**src/rtl/orv64_bp_ctrl_if.sv**
```systemverilog
// Debug register bus between the debug module and the breakpoint controller.
// The master issues strobes; every strobe is accepted, and a read returns
// its data one cycle later with cfg_rvalid.
interface orv64_bp_ctrl_if #(
  parameter int DATA_W = 64
) ();
  logic              cfg_valid;
  logic              cfg_we;
  logic [3:0]        cfg_addr;
  logic [DATA_W-1:0] cfg_wdata;
  logic              cfg_rvalid;
  logic [DATA_W-1:0] cfg_rdata;

  modport master (
    output cfg_valid, cfg_we, cfg_addr, cfg_wdata,
    input  cfg_rvalid, cfg_rdata
  );

  modport slave (
    input  cfg_valid, cfg_we, cfg_addr, cfg_wdata,
    output cfg_rvalid, cfg_rdata
  );
endinterface

```
**src/rtl/orv64_bp_ctrl.sv**
```systemverilog
// orv64 debug breakpoint controller: config registers for the PC/instret
// comparator plus the halt / drain / resume / single-step sequencer.
//
// state     | meaning
// ----------+-----------------------------------------------------------
// RUN       | core running; breakpoint hit or debug halt request stops it
// HALT_WAIT | halt requested, waiting for the pipeline to drain
// HALTED    | core halted and drained; waits for step or resume
// STEP      | core released for exactly one retiring instruction
module orv64_bp_ctrl #(
  parameter int VADDR_W = 39,
  parameter int DATA_W  = 64
) (
  input  logic               clk,
  input  logic               rst,
  orv64_bp_ctrl_if.slave     cfg,
  output logic [VADDR_W-1:0] bp_if_pc_0,
  output logic [VADDR_W-1:0] bp_if_pc_1,
  output logic [VADDR_W-1:0] bp_if_pc_2,
  output logic [VADDR_W-1:0] bp_if_pc_3,
  output logic [VADDR_W-1:0] bp_wb_pc_0,
  output logic [VADDR_W-1:0] bp_wb_pc_1,
  output logic [VADDR_W-1:0] bp_wb_pc_2,
  output logic [VADDR_W-1:0] bp_wb_pc_3,
  output logic               en_bp_if_pc_0,
  output logic               en_bp_if_pc_1,
  output logic               en_bp_if_pc_2,
  output logic               en_bp_if_pc_3,
  output logic               en_bp_wb_pc_0,
  output logic               en_bp_wb_pc_1,
  output logic               en_bp_wb_pc_2,
  output logic               en_bp_wb_pc_3,
  output logic [DATA_W-1:0]  instret_bp,
  output logic               instret_bp_en,
  input  logic               bp_stall,
  input  logic               wb_valid,
  input  logic               core_idle,
  input  logic               dbg_halt_req,
  input  logic               resume_req,
  input  logic               step_req,
  output logic               core_halt_req,
  output logic               halted,
  output logic [1:0]         halt_cause
);

  typedef enum logic [1:0] {
    RUN       = 2'd0,
    HALT_WAIT = 2'd1,
    HALTED    = 2'd2,
    STEP      = 2'd3
  } state_t;

  localparam logic [1:0] CAUSE_NONE  = 2'd0;
  localparam logic [1:0] CAUSE_BP    = 2'd1;
  localparam logic [1:0] CAUSE_STEP  = 2'd2;
  localparam logic [1:0] CAUSE_DEBUG = 2'd3;

  logic [VADDR_W-1:0] if_pc [4];
  logic [VADDR_W-1:0] wb_pc [4];
  logic [DATA_W-1:0]  instret_val;
  logic [8:0]         en_mask;

  state_t             state;
  logic               skip;
  logic [1:0]         cause;
  logic [15:0]        hit_cnt;

  logic [31:0]        status;
  logic [DATA_W-1:0]  rd_mux;
  logic               cfg_wr;
  logic               cfg_rd;

  assign cfg_wr = cfg.cfg_valid & cfg.cfg_we;
  assign cfg_rd = cfg.cfg_valid & ~cfg.cfg_we;

  // Register file writes; comparator outputs come straight from these flops.
  always_ff @(posedge clk) begin
    if (rst) begin
      for (int i = 0; i < 4; i++) begin
        if_pc[i] <= '0;
        wb_pc[i] <= '0;
      end
      instret_val <= '0;
      en_mask     <= '0;
    end else if (cfg_wr) begin
      case (cfg.cfg_addr)
        4'd0, 4'd1, 4'd2, 4'd3: if_pc[cfg.cfg_addr[1:0]] <= cfg.cfg_wdata[VADDR_W-1:0];
        4'd4, 4'd5, 4'd6, 4'd7: wb_pc[cfg.cfg_addr[1:0]] <= cfg.cfg_wdata[VADDR_W-1:0];
        4'd8:                   instret_val <= cfg.cfg_wdata;
        4'd9:                   en_mask <= cfg.cfg_wdata[8:0];
        default: ;
      endcase
    end
  end

  assign bp_if_pc_0    = if_pc[0];
  assign bp_if_pc_1    = if_pc[1];
  assign bp_if_pc_2    = if_pc[2];
  assign bp_if_pc_3    = if_pc[3];
  assign bp_wb_pc_0    = wb_pc[0];
  assign bp_wb_pc_1    = wb_pc[1];
  assign bp_wb_pc_2    = wb_pc[2];
  assign bp_wb_pc_3    = wb_pc[3];
  assign en_bp_if_pc_0 = en_mask[0];
  assign en_bp_if_pc_1 = en_mask[1];
  assign en_bp_if_pc_2 = en_mask[2];
  assign en_bp_if_pc_3 = en_mask[3];
  assign en_bp_wb_pc_0 = en_mask[4];
  assign en_bp_wb_pc_1 = en_mask[5];
  assign en_bp_wb_pc_2 = en_mask[6];
  assign en_bp_wb_pc_3 = en_mask[7];
  assign instret_bp    = instret_val;
  assign instret_bp_en = en_mask[8];

  assign status = {hit_cnt, 11'd0, state, halted, cause};

  // Read-data select; unmapped addresses and unused bits read as zero.
  always_comb begin
    rd_mux = '0;
    case (cfg.cfg_addr)
      4'd0, 4'd1, 4'd2, 4'd3: rd_mux[VADDR_W-1:0] = if_pc[cfg.cfg_addr[1:0]];
      4'd4, 4'd5, 4'd6, 4'd7: rd_mux[VADDR_W-1:0] = wb_pc[cfg.cfg_addr[1:0]];
      4'd8:                   rd_mux = instret_val;
      4'd9:                   rd_mux[8:0] = en_mask;
      4'd10:                  rd_mux[31:0] = status;
      default: ;
    endcase
  end

  // Registered read return; rdata holds its last value between reads.
  always_ff @(posedge clk) begin
    if (rst) begin
      cfg.cfg_rvalid <= 1'b0;
      cfg.cfg_rdata  <= '0;
    end else begin
      cfg.cfg_rvalid <= cfg_rd;
      if (cfg_rd) cfg.cfg_rdata <= rd_mux;
    end
  end

  // Halt sequencer; outputs are updated on the same edge as the state.
  always_ff @(posedge clk) begin
    if (rst) begin
      state         <= RUN;
      skip          <= 1'b0;
      cause         <= CAUSE_NONE;
      hit_cnt       <= '0;
      core_halt_req <= 1'b0;
      halted        <= 1'b0;
    end else begin
      // The first retirement after leaving HALTED moves past the breakpointed
      // instruction, so the comparator is trusted again from then on.
      if (wb_valid) skip <= 1'b0;
      case (state)
        RUN: begin
          if (bp_stall && !skip) begin
            state         <= HALT_WAIT;
            cause         <= CAUSE_BP;
            core_halt_req <= 1'b1;
            if (hit_cnt != 16'hFFFF) hit_cnt <= hit_cnt + 16'd1;
          end else if (dbg_halt_req) begin
            state         <= HALT_WAIT;
            cause         <= CAUSE_DEBUG;
            core_halt_req <= 1'b1;
          end
        end
        HALT_WAIT: begin
          if (core_idle) begin
            state  <= HALTED;
            halted <= 1'b1;
          end
        end
        HALTED: begin
          if (step_req || resume_req) begin
            state         <= step_req ? STEP : RUN;
            skip          <= 1'b1;
            cause         <= CAUSE_NONE;
            halted        <= 1'b0;
            core_halt_req <= 1'b0;
          end
        end
        STEP: begin
          // skip stays set until the retirement that ends the step, so
          // bp_stall never matters here.
          if (wb_valid) begin
            state         <= HALT_WAIT;
            cause         <= CAUSE_STEP;
            core_halt_req <= 1'b1;
          end else if (dbg_halt_req) begin
            state         <= HALT_WAIT;
            cause         <= CAUSE_DEBUG;
            core_halt_req <= 1'b1;
          end
        end
        default: state <= RUN;
      endcase
    end
  end

  assign halt_cause = cause;

endmodule
```
**src/flat_wrapper.sv**
```systemverilog
// flat-port wrapper written by rule: the top's interface ports become plain ports
module orv64_bp_ctrl_flat 
#(
  parameter int VADDR_W = 39,
  parameter int DATA_W  = 64
)
  (clk, rst, bp_if_pc_0, bp_if_pc_1, bp_if_pc_2, bp_if_pc_3, bp_wb_pc_0, bp_wb_pc_1, bp_wb_pc_2, bp_wb_pc_3, en_bp_if_pc_0, en_bp_if_pc_1, en_bp_if_pc_2, en_bp_if_pc_3, en_bp_wb_pc_0, en_bp_wb_pc_1, en_bp_wb_pc_2, en_bp_wb_pc_3, instret_bp, instret_bp_en, bp_stall, wb_valid, core_idle, dbg_halt_req, resume_req, step_req, core_halt_req, halted, halt_cause, cfg_cfg_valid, cfg_cfg_we, cfg_cfg_addr, cfg_cfg_wdata, cfg_cfg_rvalid, cfg_cfg_rdata);
  orv64_bp_ctrl_if #(.DATA_W(DATA_W)) cfg_i ();
  input  logic clk;
  input  logic rst;
  output logic [VADDR_W-1:0] bp_if_pc_0;
  output logic [VADDR_W-1:0] bp_if_pc_1;
  output logic [VADDR_W-1:0] bp_if_pc_2;
  output logic [VADDR_W-1:0] bp_if_pc_3;
  output logic [VADDR_W-1:0] bp_wb_pc_0;
  output logic [VADDR_W-1:0] bp_wb_pc_1;
  output logic [VADDR_W-1:0] bp_wb_pc_2;
  output logic [VADDR_W-1:0] bp_wb_pc_3;
  output logic en_bp_if_pc_0;
  output logic en_bp_if_pc_1;
  output logic en_bp_if_pc_2;
  output logic en_bp_if_pc_3;
  output logic en_bp_wb_pc_0;
  output logic en_bp_wb_pc_1;
  output logic en_bp_wb_pc_2;
  output logic en_bp_wb_pc_3;
  output logic [DATA_W-1:0] instret_bp;
  output logic instret_bp_en;
  input  logic bp_stall;
  input  logic wb_valid;
  input  logic core_idle;
  input  logic dbg_halt_req;
  input  logic resume_req;
  input  logic step_req;
  output logic core_halt_req;
  output logic halted;
  output logic [1:0] halt_cause;
  input wire logic [$bits(cfg_i.cfg_valid)-1:0] cfg_cfg_valid;
  input wire logic [$bits(cfg_i.cfg_we)-1:0] cfg_cfg_we;
  input wire logic [$bits(cfg_i.cfg_addr)-1:0] cfg_cfg_addr;
  input wire logic [$bits(cfg_i.cfg_wdata)-1:0] cfg_cfg_wdata;
  output wire logic [$bits(cfg_i.cfg_rvalid)-1:0] cfg_cfg_rvalid;
  output wire logic [$bits(cfg_i.cfg_rdata)-1:0] cfg_cfg_rdata;
  assign cfg_i.cfg_valid = cfg_cfg_valid;
  assign cfg_i.cfg_we = cfg_cfg_we;
  assign cfg_i.cfg_addr = cfg_cfg_addr;
  assign cfg_i.cfg_wdata = cfg_cfg_wdata;
  assign cfg_cfg_rvalid = cfg_i.cfg_rvalid;
  assign cfg_cfg_rdata = cfg_i.cfg_rdata;
  orv64_bp_ctrl #(.VADDR_W(VADDR_W), .DATA_W(DATA_W)) u_core (.clk(clk), .rst(rst), .cfg(cfg_i), .bp_if_pc_0(bp_if_pc_0), .bp_if_pc_1(bp_if_pc_1), .bp_if_pc_2(bp_if_pc_2), .bp_if_pc_3(bp_if_pc_3), .bp_wb_pc_0(bp_wb_pc_0), .bp_wb_pc_1(bp_wb_pc_1), .bp_wb_pc_2(bp_wb_pc_2), .bp_wb_pc_3(bp_wb_pc_3), .en_bp_if_pc_0(en_bp_if_pc_0), .en_bp_if_pc_1(en_bp_if_pc_1), .en_bp_if_pc_2(en_bp_if_pc_2), .en_bp_if_pc_3(en_bp_if_pc_3), .en_bp_wb_pc_0(en_bp_wb_pc_0), .en_bp_wb_pc_1(en_bp_wb_pc_1), .en_bp_wb_pc_2(en_bp_wb_pc_2), .en_bp_wb_pc_3(en_bp_wb_pc_3), .instret_bp(instret_bp), .instret_bp_en(instret_bp_en), .bp_stall(bp_stall), .wb_valid(wb_valid), .core_idle(core_idle), .dbg_halt_req(dbg_halt_req), .resume_req(resume_req), .step_req(step_req), .core_halt_req(core_halt_req), .halted(halted), .halt_cause(halt_cause));
endmodule
```
**config.mk**
```make
export PLATFORM = sky130hd
export DESIGN_NAME = orv64_bp_ctrl_flat
export DESIGN_NICKNAME = d
export VERILOG_FILES = /design/src/rtl/orv64_bp_ctrl_if.sv /design/src/rtl/orv64_bp_ctrl.sv /design/src/flat_wrapper.sv
export SDC_FILE = /design/constraint.sdc
export NUM_CORES = 1
export LEC_CHECK = 0
export CORE_ASPECT_RATIO = 0.5
export CORE_UTILIZATION = 38
export CTS_CLUSTER_SIZE = 16
export DETAILED_ROUTE_END_ITERATION = 7
export PLACE_DENSITY = 0.65
export SETUP_SLACK_MARGIN = 0.1
export SLEW_MARGIN = 25
export SYNTH_ARGS = -nofsm -noshare
export SYNTH_HDL_FRONTEND = slang
export SYNTH_SLANG_ARGS = --single-unit
```
**constraint.sdc**
```tcl
create_clock -name clk -period 5.9 [get_ports clk]
set_input_delay 1.475 -clock clk [delete_from_list [all_inputs] [get_ports clk]]
set_output_delay 1.475 -clock clk [all_outputs]
set_load 0.03 [all_outputs]
```
After elaboration in Yosys (flattened, before gate mapping):

Memories as Yosys holds them, arrays and structs flattened.
Index checks and enable logic that the tools add are counted.

* reductions and logical operators: 17
* bitwise logic cells: 3
* multiply operators: 0
* equality and inequality tests: 16
* shift-type cells: 0
* magnitude comparators: 0
* $add $sub $neg: 1
* divide/modulo/power cells: 0
* mux-type cells: 42

Operators by type and width (count)
* $pmux 23 s4: 1
* $mux 39: 2
* $reduce_or 39->1: 2
* $pmux 9 s5: 1
* $mux 25: 1
* $mux 2: 12
* $pmux 7 s3: 1
* $mux 1: 20
* $add 16x1->16 const B: 1
* $eq 4x3->1 const B: 4
* $ne 16x16->1 const B: 1
* $eq 4x4->1 const B: 3
* $eq 4x2->1 const B: 2
* $pmux 2 s4: 1
* $reduce_and 2->1: 4
* $reduce_or 4->1: 2
* $pmux 2 s3: 1
* $reduce_and 3->1: 2
* $eq 2x2->1 const B: 2
* $eq 4x1->1 const B: 1
* $logic_not 4->1: 1
* $pmux 1 s3: 1
* $reduce_bool 3->1: 1
* $and 1x1->1: 2
* 10 further kinds: 10

* latch bits: 0
* memories: 2
* flip-flop bits (word level): 161
* RAM bits: 312
* memory bits (read-only): 0
* logic and storage cells: 91

Memory list
* u_core.if_pc: depth 4, width 39, read ports 5, clocked after Yosys merged registers in 0, wr ports 4, RTL line orv64_bp_ctrl.sv:58 `logic [VADDR_W-1:0] if_pc [4];`
* u_core.wb_pc: depth 4, width 39, read ports 5, clocked after Yosys merged registers in 0, wr ports 4, RTL line orv64_bp_ctrl.sv:59 `logic [VADDR_W-1:0] wb_pc [4];`

Logic depth before layout (Yosys ltp):

Gate-level depths: netlist of the first run.

* depth in word-level cells: 8
* gate-level depth with buffers: 8
* mapped depth without buffers: 5

Worst setup path after synthesis of the first run:

Ideal clock, no wire load.

* path type: input -> register
* start: in cfg_cfg_addr[0]
* end: mem u_core.if_pc[3][0] (enable)
* data required time: 5456 ps
* path slack: 1069 ps
* library setup time: 444 ps
* arrival time: 4387 ps
* stages on the path: 5
* path buffers: 3
* cells stage by stage: buf_2 -> buf_1 -> buf_2 -> nand4_1 -> o21bai_1

RTL lines
* start: declaration: RTL line flat_wrapper.sv:40 `input wire logic [$bits(cfg_i.cfg_addr)-1:0] cfg_cfg_addr;`
* end: declaration: RTL line orv64_bp_ctrl.sv:58

==> results.py, run 1 <==
metrics = {
    "place": {
        "pre_cts_slack_ns": 1.110,
        "port_buffers": 531,
        "dp.cells": 2804,
        "placed_area_sq_um": 26000,
        "place_congestion": 0.8887,
        "dpl.hpwl_mm": 51.15,
    },
    "timing": {
        "drv_slew": 0,
        "hold_violations": 0,
        "slew_headroom_pct": 33.03,
        "setup_viol": 0,
        "finalCritPeriodShare_pct": 72.26,
        "final.setup.worst_slack_ns": 1.637,
        "worst_hold_slack_ns": 0.4669,
        "tightest_slew_ns": 1.005,
        "fin_setup_tns_ns": 0,
        "grt_setup_unrepaired": "false",
        "period_minus_slack_ns": 4.263,
        "fmax_mhz": 234.6,
        "finClkSkew_ns": 0.01865,
    },
    "floorplanning": {
        "start_util_pct": 39.00,
        "core_sq_um": 50870,
        "num_io_pins": 532,
        "die_w_um": 325.1,
        "num_rows": 58,
        "die_y_um": 163.6,
        "die-area_sq_um": 53180,
    },
    "global_routing": {
        "grt_util_all_layers_pct": 26.20,
        "grt_pass1_wl_mm": 103.3,
        "antenna_found_initial": 6,
        "grt_pass1_vias": 15150,
        "grt_start_max_net_pins": 82,
        "overflow": 0,
    },
    "finish": {
        "synthToLayoutAreaGrowth_pct": 38.52,
        "fin_nets": 2240,
        "n_fill_cell": 4261,
        "drive_gt1_share_pct": 9.513,
        "post-route-util_pct": 54.02,
        "instances_no_fill": 2893,
        "finalInstanceArea_sq_um": 27480,
    },
    "routing": {
        "drt_iter0_markers": 1489,
        "drc": 0,
        "wl_mm": 72.43,
        "wire_per_inst_um": 25.04,
        "ant_nets": 0,
        "drtPass1Iterations": 6,
        "dr_total_vias": 15760,
        "viasPerCell": 5.447,
    },
    "clocking": {
        "cts_tree": "done",
        "clkTransAtPathRegs_ns": 0.06,
        "clockRootBuffer": "clkbuf_16",
        "cts_resized": 0,
        "cts_buffers": 45,
        "cts.sinks": 473,
        "ctsHoldBuffers": 0,
        "cts_buffer_depth": 3,
        "post_cts_buffers": 0,
        "insertion_delay_ns": 0.56,
        "cts.htree.levels": 2,
    },
    "synthesis": {
        "seq_area_frac_synth_pct": 63.47,
        "synthesis.nets": 1744,
        "synth_area_per_cell_sq_um": 11.92,
        "synth_ff_type": "edfxtp_1",
        "synth-seq-cells": 473,
        "synth_area_sq_um": 19840,
        "yosysWarnings": 0,
        "synthArstFlopShare_pct": 0,
        "postSynthCellCount": 1665,
        "synth_top_area_cell": "edfxtp_1",
        "synth.distinct_cells": 51,
        "synthTopCellsByArea": "edfxtp_1 47%, dfxtp_1 16%, mux4_2 8.1%, nand2_1 4.5%, nor2_1 4.2%",
        "synth_edf_count": 312,
        "synth.top_cell.area_share_pct": 47.23,
    },
    "job": {
        "cap_violations": 0,
    },
    "critical_path": {
        "critPathLaunchType": "input pin",
        "cp_max_fo": 21,
        "crit_arrival_ns": 4.47,
        "critical_path_class": "in2reg",
        "critPathCaptureType": "register",
        "crit_required_ns": 6.11,
    },
    "power": {
        "power_density_nw_per_um2": 284.6,
        "leakage_nw": 9.957,
        "ir_worst_vdd_v": 0.0002019,
        "total_power_mw": 7.820,
    },
    "worst_hold_path": {
        "hold_path.class": "reg2reg",
    },
    "outcome": {
        "outcome": "finished clean",
    },
}
[registers in the layout (all words and copies together) (netlist names)]
signal and flops:
u_core.cfg.cfg_rdata 64, u_core.skip 1, u_core.halt_cause 2, u_core.wb_pc 156, u_core.halted 1, u_core.hit_cnt 16, u_core.state 2, u_core.en_mask 9
u_core.cfg.cfg_rvalid 1, u_core.instret_bp 64, u_core.if_pc 156, u_core.core_halt_req 1
[worst max-delay path, stage by stage]
cell and delay [ns]:
clkdlybuf4s50_1 0.77, nand2b_1 0.41, nor3_2 0.62, a21o_2 0.69, buf_4 0.48
[routing by layer]
metal | share of wire [%] | track usage, %
met1 | 38 | 32.63
met3 | 5.9 | 3.498
met2 | 52 | 46.37
met5 | 0 | 0
met4 | 4.0 | 10.46
[where the power goes]
group | switching, mW | total (mW) | internal, mW
clock network | 1.29 | 2.93 | 1.64
registers | 0.110 | 3.78 | 3.67
logic | 0.677 | 1.10 | 0.427
[Yosys cell counts, types with 8 or more instances]
cell type  number
buf_2          11
a22oi_1        49
a2bb2oi_1      20
mux2i_1        44
nand3_1        20
mux4_2         71
nand2_1       238
o21ai_0        26
o31ai_1        13
and2_1         16
nor3_1         16
and3_1         72
dfxtp_1       161
a21oi_1        91
inv_1          74
nor2_1        221
or4_1           9
clkbuf_1      100
a21o_1          9
buf_1           8
edfxtp_1      312
[kinds of logic after synthesis]
kind of cell,share of synthesized area [%]
adder cells (fa/ha/maj),0.06306
flip-flops,63.47
AND/OR/NAND/NOR,14.53
buffers and inverters,3.835
multiplexers,10.28
AO/OA/AOI/OAI,7.820
[area by class of cell]
cell class | instances | area, sq um | share of cell area [%]
Clock inverter | 21 | 187.7 | 0.6830
Sequential cell | 473 | 12590 | 45.82
Clock buffer | 62 | 1274 | 4.635
Multi-Input combinational cell | 997 | 6588 | 23.97
Inverter | 74 | 277.8 | 1.011
Tap cell | 690 | 863.3 | 3.142
Timing Repair Buffer | 570 | 5683 | 20.68
Antenna cell | 6 | 15.01 | 0.05464
[worst paths after layout]
check	slack, ns	endpoint	depth (start not counted)	from
worst max-delay path	1.64	u_core.wb_pc[1][1]	5	cfg_cfg_addr[3]
worst max register to register	3.31	u_core.hit_cnt[13]	4	u_core.state[0]
worst min register to register	0.47	u_core.instret_bp[27]	2	u_core.instret_bp[27]
worst min-delay path	0.47	u_core.instret_bp[27]	2	u_core.instret_bp[27]
[placed cells by master, fill, tap and decap left out, types with 13 or more instances in the layout]
master / count
nand3_1: 20
o21ai_0: 26
o31ai_1: 13
and2_1: 16
dfxtp_1: 161
mux2i_1: 44
a22oi_1: 49
and3_1: 72
clkbuf_16: 46
edfxtp_1: 312
clkdlybuf4s50_1: 528
a2bb2oi_1: 20
nor2_1: 220
a21oi_1: 91
buf_4: 34
nand2_1: 238
inv_1: 74
mux4_2: 71
(Power assumes the default switching activity.)
==> inputs of run 2 (changes only) <==
- clock period: 5.9 -> 4.2 ns (I/O delays scaled with it)
==> run 2 against run 1 <==
  * Clock power up 45%
  * Highest routed layer unchanged
  * Design area up 0.60%
  * Utilization up 0.32 points
==> results.py, run 2 (same netlist as run 1, synthesis figures left out) <==
metrics = {
    "critical_path": {
        "cp_cell_sequence": "clkdlybuf4s50_1 -> or2_2 -> nor3_2 -> buf_4 -> nand2_1 -> nor2_1",
        "crit_required_ns": 4.62,
        "critPathCaptureType": "register",
        "critical_path_class": "in2reg",
        "critPathLaunchType": "input pin",
        "r2r_slack_ns": 1.96,
        "cp_max_fo": 60,
        "worst_path_largest_cell_delay_ns": 0.66,
        "crit_arrival_ns": 3.55,
        "crit_slowest_cell": "clkdlybuf4s50_1",
    },
    "clocking": {
        "cts_resized": 0,
        "cts.htree.levels": 2,
        "post_cts_buffers": 0,
        "cts_buffer_depth": 3,
        "cts_tree": "done",
        "cts.sinks": 473,
        "ctsHoldBuffers": 0,
        "insertion_delay_ns": 0.58,
        "cts_buffers": 46,
        "clockRootBuffer": "clkbuf_16",
        "clkTransAtPathRegs_ns": 0.06,
    },
    "timing": {
        "finalCritPeriodShare_pct": 74.51,
        "hold_violations": 0,
        "final.setup.worst_slack_ns": 1.071,
        "period_minus_slack_ns": 3.129,
        "fmax_mhz": 319.6,
        "grt_setup_unrepaired": "false",
        "setup_viol": 0,
        "slew_headroom_pct": 34.50,
        "finClkSkew_ns": 0.02118,
        "tightest_slew_ns": 0.9826,
        "drv_slew": 0,
    },
    "finish": {
        "final_cell_mix": "528 x clkdlybuf4s50_1, 312 x edfxtp_1, 238 x nand2_1",
        "regArea_sq_um": 12590,
        "finalInstanceArea_sq_um": 27650,
        "largestRegisters": "u_core.if_pc (156), u_core.wb_pc (156)",
        "drive_gt1_share_pct": 10.06,
        "instances_no_fill": 2914,
        "n_fill_cell": 4279,
        "multiInputGateArea_sq_um": 6583,
        "final_common_cell": "clkdlybuf4s50_1",
        "fin_nets": 2258,
        "synthToLayoutAreaGrowth_pct": 39.35,
    },
    "place": {
        "dp.cells": 2821,
        "dpl.hpwl_mm": 51.43,
        "port_buffers": 531,
        "pre_cts_slack_ns": 0.5751,
        "placed_area_sq_um": 26110,
        "place_congestion": 0.8748,
    },
    "global_routing": {
        "grt_util_all_layers_pct": 26.80,
        "grt_pass1_wl_mm": 105.2,
        "grt_pass1_vias": 15360,
        "overflow": 0,
        "antenna_found_initial": 8,
        "grt_start_max_net_pins": 78,
    },
    "outcome": {
        "outcome": "finished clean",
    },
    "floorplanning": {
        "die_w_um": 325.1,
        "die_y_um": 163.6,
        "num_rows": 58,
        "num_io_pins": 532,
        "die-area_sq_um": 53180,
        "start_util_pct": 39.00,
        "core_sq_um": 50870,
    },
    "worst_hold_path": {
        "hold_path.class": "reg2reg",
    },
    "routing": {
        "dr_total_vias": 15800,
        "drc": 0,
        "ant_nets": 0,
        "wl_mm": 73.60,
        "drt_iter0_markers": 1505,
        "drtPass1Iterations": 7,
        "wire_per_inst_um": 25.26,
        "viasPerCell": 5.423,
    },
    "power": {
        "leakage_nw": 10.04,
        "power_density_nw_per_um2": 402.8,
        "ir_worst_vdd_v": 0.0003092,
    },
    "job": {
        "cap_violations": 0,
    },
}
[run 2: cell types whose count changed in the layout (fill, tap and decap cells not counted), sizes merged]
cell and delta:
buf +17, clkbuf +12, clkinv -8, clkinvlp -1, diode +1
[run 2: power by group]
part           internal, mW  total, mW  switching (mW)
clock                  2.39       4.25            1.86
sequential             5.16       5.31           0.146
combinational         0.609       1.58           0.967
[run 2: path summary, 6_finish.rpt]
| path | depth (start not counted) | to | start |
|---|---|---|---|
| setup / recovery | 6 | u_core.if_pc[1][18] | cfg_cfg_addr[2] |
| hold / removal | 2 | u_core.core_halt_req | u_core.core_halt_req |
| setup reg to reg | 4 | u_core.hit_cnt[8] | u_core.state[0] |
| hold reg to reg | 2 | u_core.core_halt_req | u_core.core_halt_req |
[run 2: metal layers]
layer / vias to the layer above / share of wire, % / GRT usage (%) / wire length, um
li1: 7052 / - / - / -
met4: 0 / 4.5 / 12.48 / 3322
met1: 7940 / 39 / 33.11 / 28460
met2: 665 / 50 / 46.29 / 37160
met3: 147 / 6.3 / 4.396 / 4658
met5: - / 0 / 0 / 0
[run 2: stage by stage]
stage / power [mW] / hold WS [ns] / util [%] / TNS, ns
floorplan: 6.185 / 0.4730 / - / -16.04
global placement: 6.974 / 0.4359 / 51.32 / 0
detailed placement: 6.980 / 0.4380 / 51.33 / 0
CTS: 11.18 / 0.4476 / 54.31 / 0
global route: 11.44 / 0.4757 / 54.34 / 0
finish: 11.13 / 0.4532 / 54.34 / 0
[run 2: layout make-up]
type                       instances  share of cell area (%)
clock buffer                      74                   4.874
sequential                       473                   45.55
inverter                          74                   1.005
clock inverter                    12                  0.6019
multi-input combinational        997                   23.81
timing repair buffer             587                   20.97
antenna                            7                 0.06336
tap                              690                   3.123
[run 2: worst max-delay path, delay by kind of cell]
kind          cells  cell delay [ns]
buf+inv           2             1.28
simple gates      4             1.15
==> inputs of run 3 (changes only) <==
- clock period: 4.2 -> 3 ns (I/O delays scaled with it)
==> run 3 against run 2 <==
  * Routed wire length decreased by 1.6%
  * Largest cell class unchanged
  * Largest power group unchanged
  * Critical endpoint is now instret_bp[63]
  * Non-clock buffer count rose by 14
  * Cell count up 0.24%
==> results.py, run 3 (same netlist as run 1, synthesis figures left out) <==
metrics = {
    "global_routing": {
        "grt_pass1_vias": 15380,
        "grt_pass1_wl_mm": 103.3,
        "overflow": 0,
        "grt_util_all_layers_pct": 26.32,
        "antenna_found_initial": 5,
        "grt_start_max_net_pins": 65,
    },
    "floorplanning": {
        "die_w_um": 325.1,
        "core_sq_um": 50870,
        "num_rows": 58,
        "die_y_um": 163.6,
        "die-area_sq_um": 53180,
        "num_io_pins": 532,
        "start_util_pct": 39.00,
    },
    "power": {
        "ir_worst_vdd_v": 0.0003571,
        "power_density_nw_per_um2": 544.8,
        "leakage_nw": 10.09,
    },
    "timing": {
        "fmax_mhz": 385.6,
        "slew_headroom_pct": 29.83,
        "finClkSkew_ns": 0.02099,
        "setup_viol": 0,
        "finalCritPeriodShare_pct": 86.45,
        "grt_setup_unrepaired": "false",
        "period_minus_slack_ns": 2.593,
        "fin_setup_tns_ns": 0,
        "drv_slew": 0,
        "tightest_slew_ns": 1.050,
        "hold_violations": 0,
    },
    "clocking": {
        "clockRootBuffer": "clkbuf_16",
        "clkTransAtPathRegs_ns": 0.06,
        "insertion_delay_ns": 0.57,
        "cts_buffer_depth": 3,
        "ctsHoldBuffers": 0,
        "cts.sinks": 473,
        "cts_buffers": 44,
        "cts_resized": 0,
        "cts_tree": "done",
        "post_cts_buffers": 0,
        "cts.htree.levels": 2,
    },
    "critical_path": {
        "r2r-start": "u_core.state[0]",
        "critPathBufInv": 1,
        "r2r-end": "u_core.hit_cnt[14]",
        "crit_slowest_cell": "clkdlybuf4s50_1",
        "cp_max_fo": 3,
        "critPathCaptureType": "output port",
        "worst_path_largest_cell_delay_ns": 0.75,
        "crit_family": "buffers and inverters",
        "crit_arrival_ns": 1.84,
        "crit_required_ns": 2.25,
        "cp_cell_sequence": "clkdlybuf4s50_1",
        "critPathLaunchType": "register",
        "critical_path_class": "reg2out",
        "rr_worst_depth": 4,
        "r2r_slack_ns": 0.82,
    },
    "place": {
        "dpl.hpwl_mm": 50.76,
        "placed_area_sq_um": 26350,
        "port_buffers": 531,
        "dp.cells": 2835,
        "place_congestion": 0.8669,
    },
    "worst_hold_path": {
        "hold_path.class": "reg2reg",
        "holdPathEnd": "u_core.core_halt_req",
        "holdPathStages": 2,
        "worstHoldStart": "u_core.core_halt_req",
    },
    "routing": {
        "dr_total_vias": 15710,
        "viasPerCell": 5.378,
        "ant_nets": 0,
        "drc": 0,
        "drtPass1Iterations": 7,
        "wire_per_inst_um": 24.80,
        "drt_iter0_markers": 1614,
        "wl_mm": 72.43,
    },
    "finish": {
        "fin_nets": 2270,
        "largestRegisters": "u_core.if_pc (156), u_core.wb_pc (156)",
        "finalInstanceArea_sq_um": 27720,
        "n_fill_cell": 4318,
        "regArea_sq_um": 12590,
        "drive_gt1_share_pct": 10.38,
        "multiInputGateArea_sq_um": 6576,
        "synthToLayoutAreaGrowth_pct": 39.72,
        "final_cell_mix": "528 x clkdlybuf4s50_1, 312 x edfxtp_1, 238 x nand2_1",
        "instances_no_fill": 2921,
        "final_common_cell": "clkdlybuf4s50_1",
    },
    "job": {
        "cap_violations": 0,
    },
    "outcome": {
        "outcome": "finished clean",
    },
}
[run 3: changes by cell type in the layout (fill, tap and decap cells not counted), moves of 3 or more]
cell      previous run  this run
inv_6                0         3
clkinv_1             2        11
clkbuf_1            20        11
clkinv_8             3         0
clkbuf_8             7         4
buf_4               52        55
buf_12               5        16
[run 3: where the power goes]
part | leakage [nW] | internal (mW) | switching (mW) | total, mW
Sequential | 4.27 | 7.22 | 0.198 | 7.42
Combinational | 5.15 | 0.877 | 1.36 | 2.23
Clock | 0.661 | 2.95 | 2.49 | 5.45
Total | 10.1 | 11.1 | 4.05 | 15.1
[run 3: area by class of cell]
type | count | share of cell area, %
Sequential cell | 473 | 45.43
Multi-Input combinational cell | 997 | 23.72
Timing Repair Buffer | 601 | 21.79
Clock buffer | 60 | 4.410
Tap cell | 690 | 3.115
Inverter | 74 | 1.002
Clock inverter | 21 | 0.4830
Antenna cell | 5 | 0.04514
[run 3: worst max path at each step]
stage / start / endpoint / slack, ns / depth (start not counted)
after detailed placement: bp_stall / u_core.hit_cnt[8] / 0.09 / 5
after floorplan: cfg_cfg_addr[1] / u_core.if_pc[3][0] / 0.12 / 5
after CTS: u_core.instret_bp[63] / instret_bp[63] / 0.37 / 1
after global placement: bp_stall / u_core.hit_cnt[8] / 0.12 / 5
after global routing: u_core.instret_bp[63] / instret_bp[63] / 0.37 / 1
final: u_core.instret_bp[63] / instret_bp[63] / 0.41 / 1
[run 3: stage by stage]
stage	util [%]	total power [mW]	hold WS [ns]	worst slack [ns]
global placement	51.80	9.781	0.4428	0.1243
detailed placement	51.80	9.790	0.4422	0.08811
finish	54.49	15.10	0.4568	0.4066
floorplan	-	8.659	0.4730	0.1194
global route	54.49	15.55	0.4933	0.3691
CTS	54.46	15.18	0.4563	0.3736
[run 3: per-layer routing]
layer / part of all wire [%] / track usage [%] / vias up
met4: 4.9 / 12.91 / 0
li1: - / - / 7069
met3: 6.7 / 3.923 / 155
met2: 50 / 44.91 / 694
met1: 38 / 32.97 / 7791
met5: 0 / 0 / -
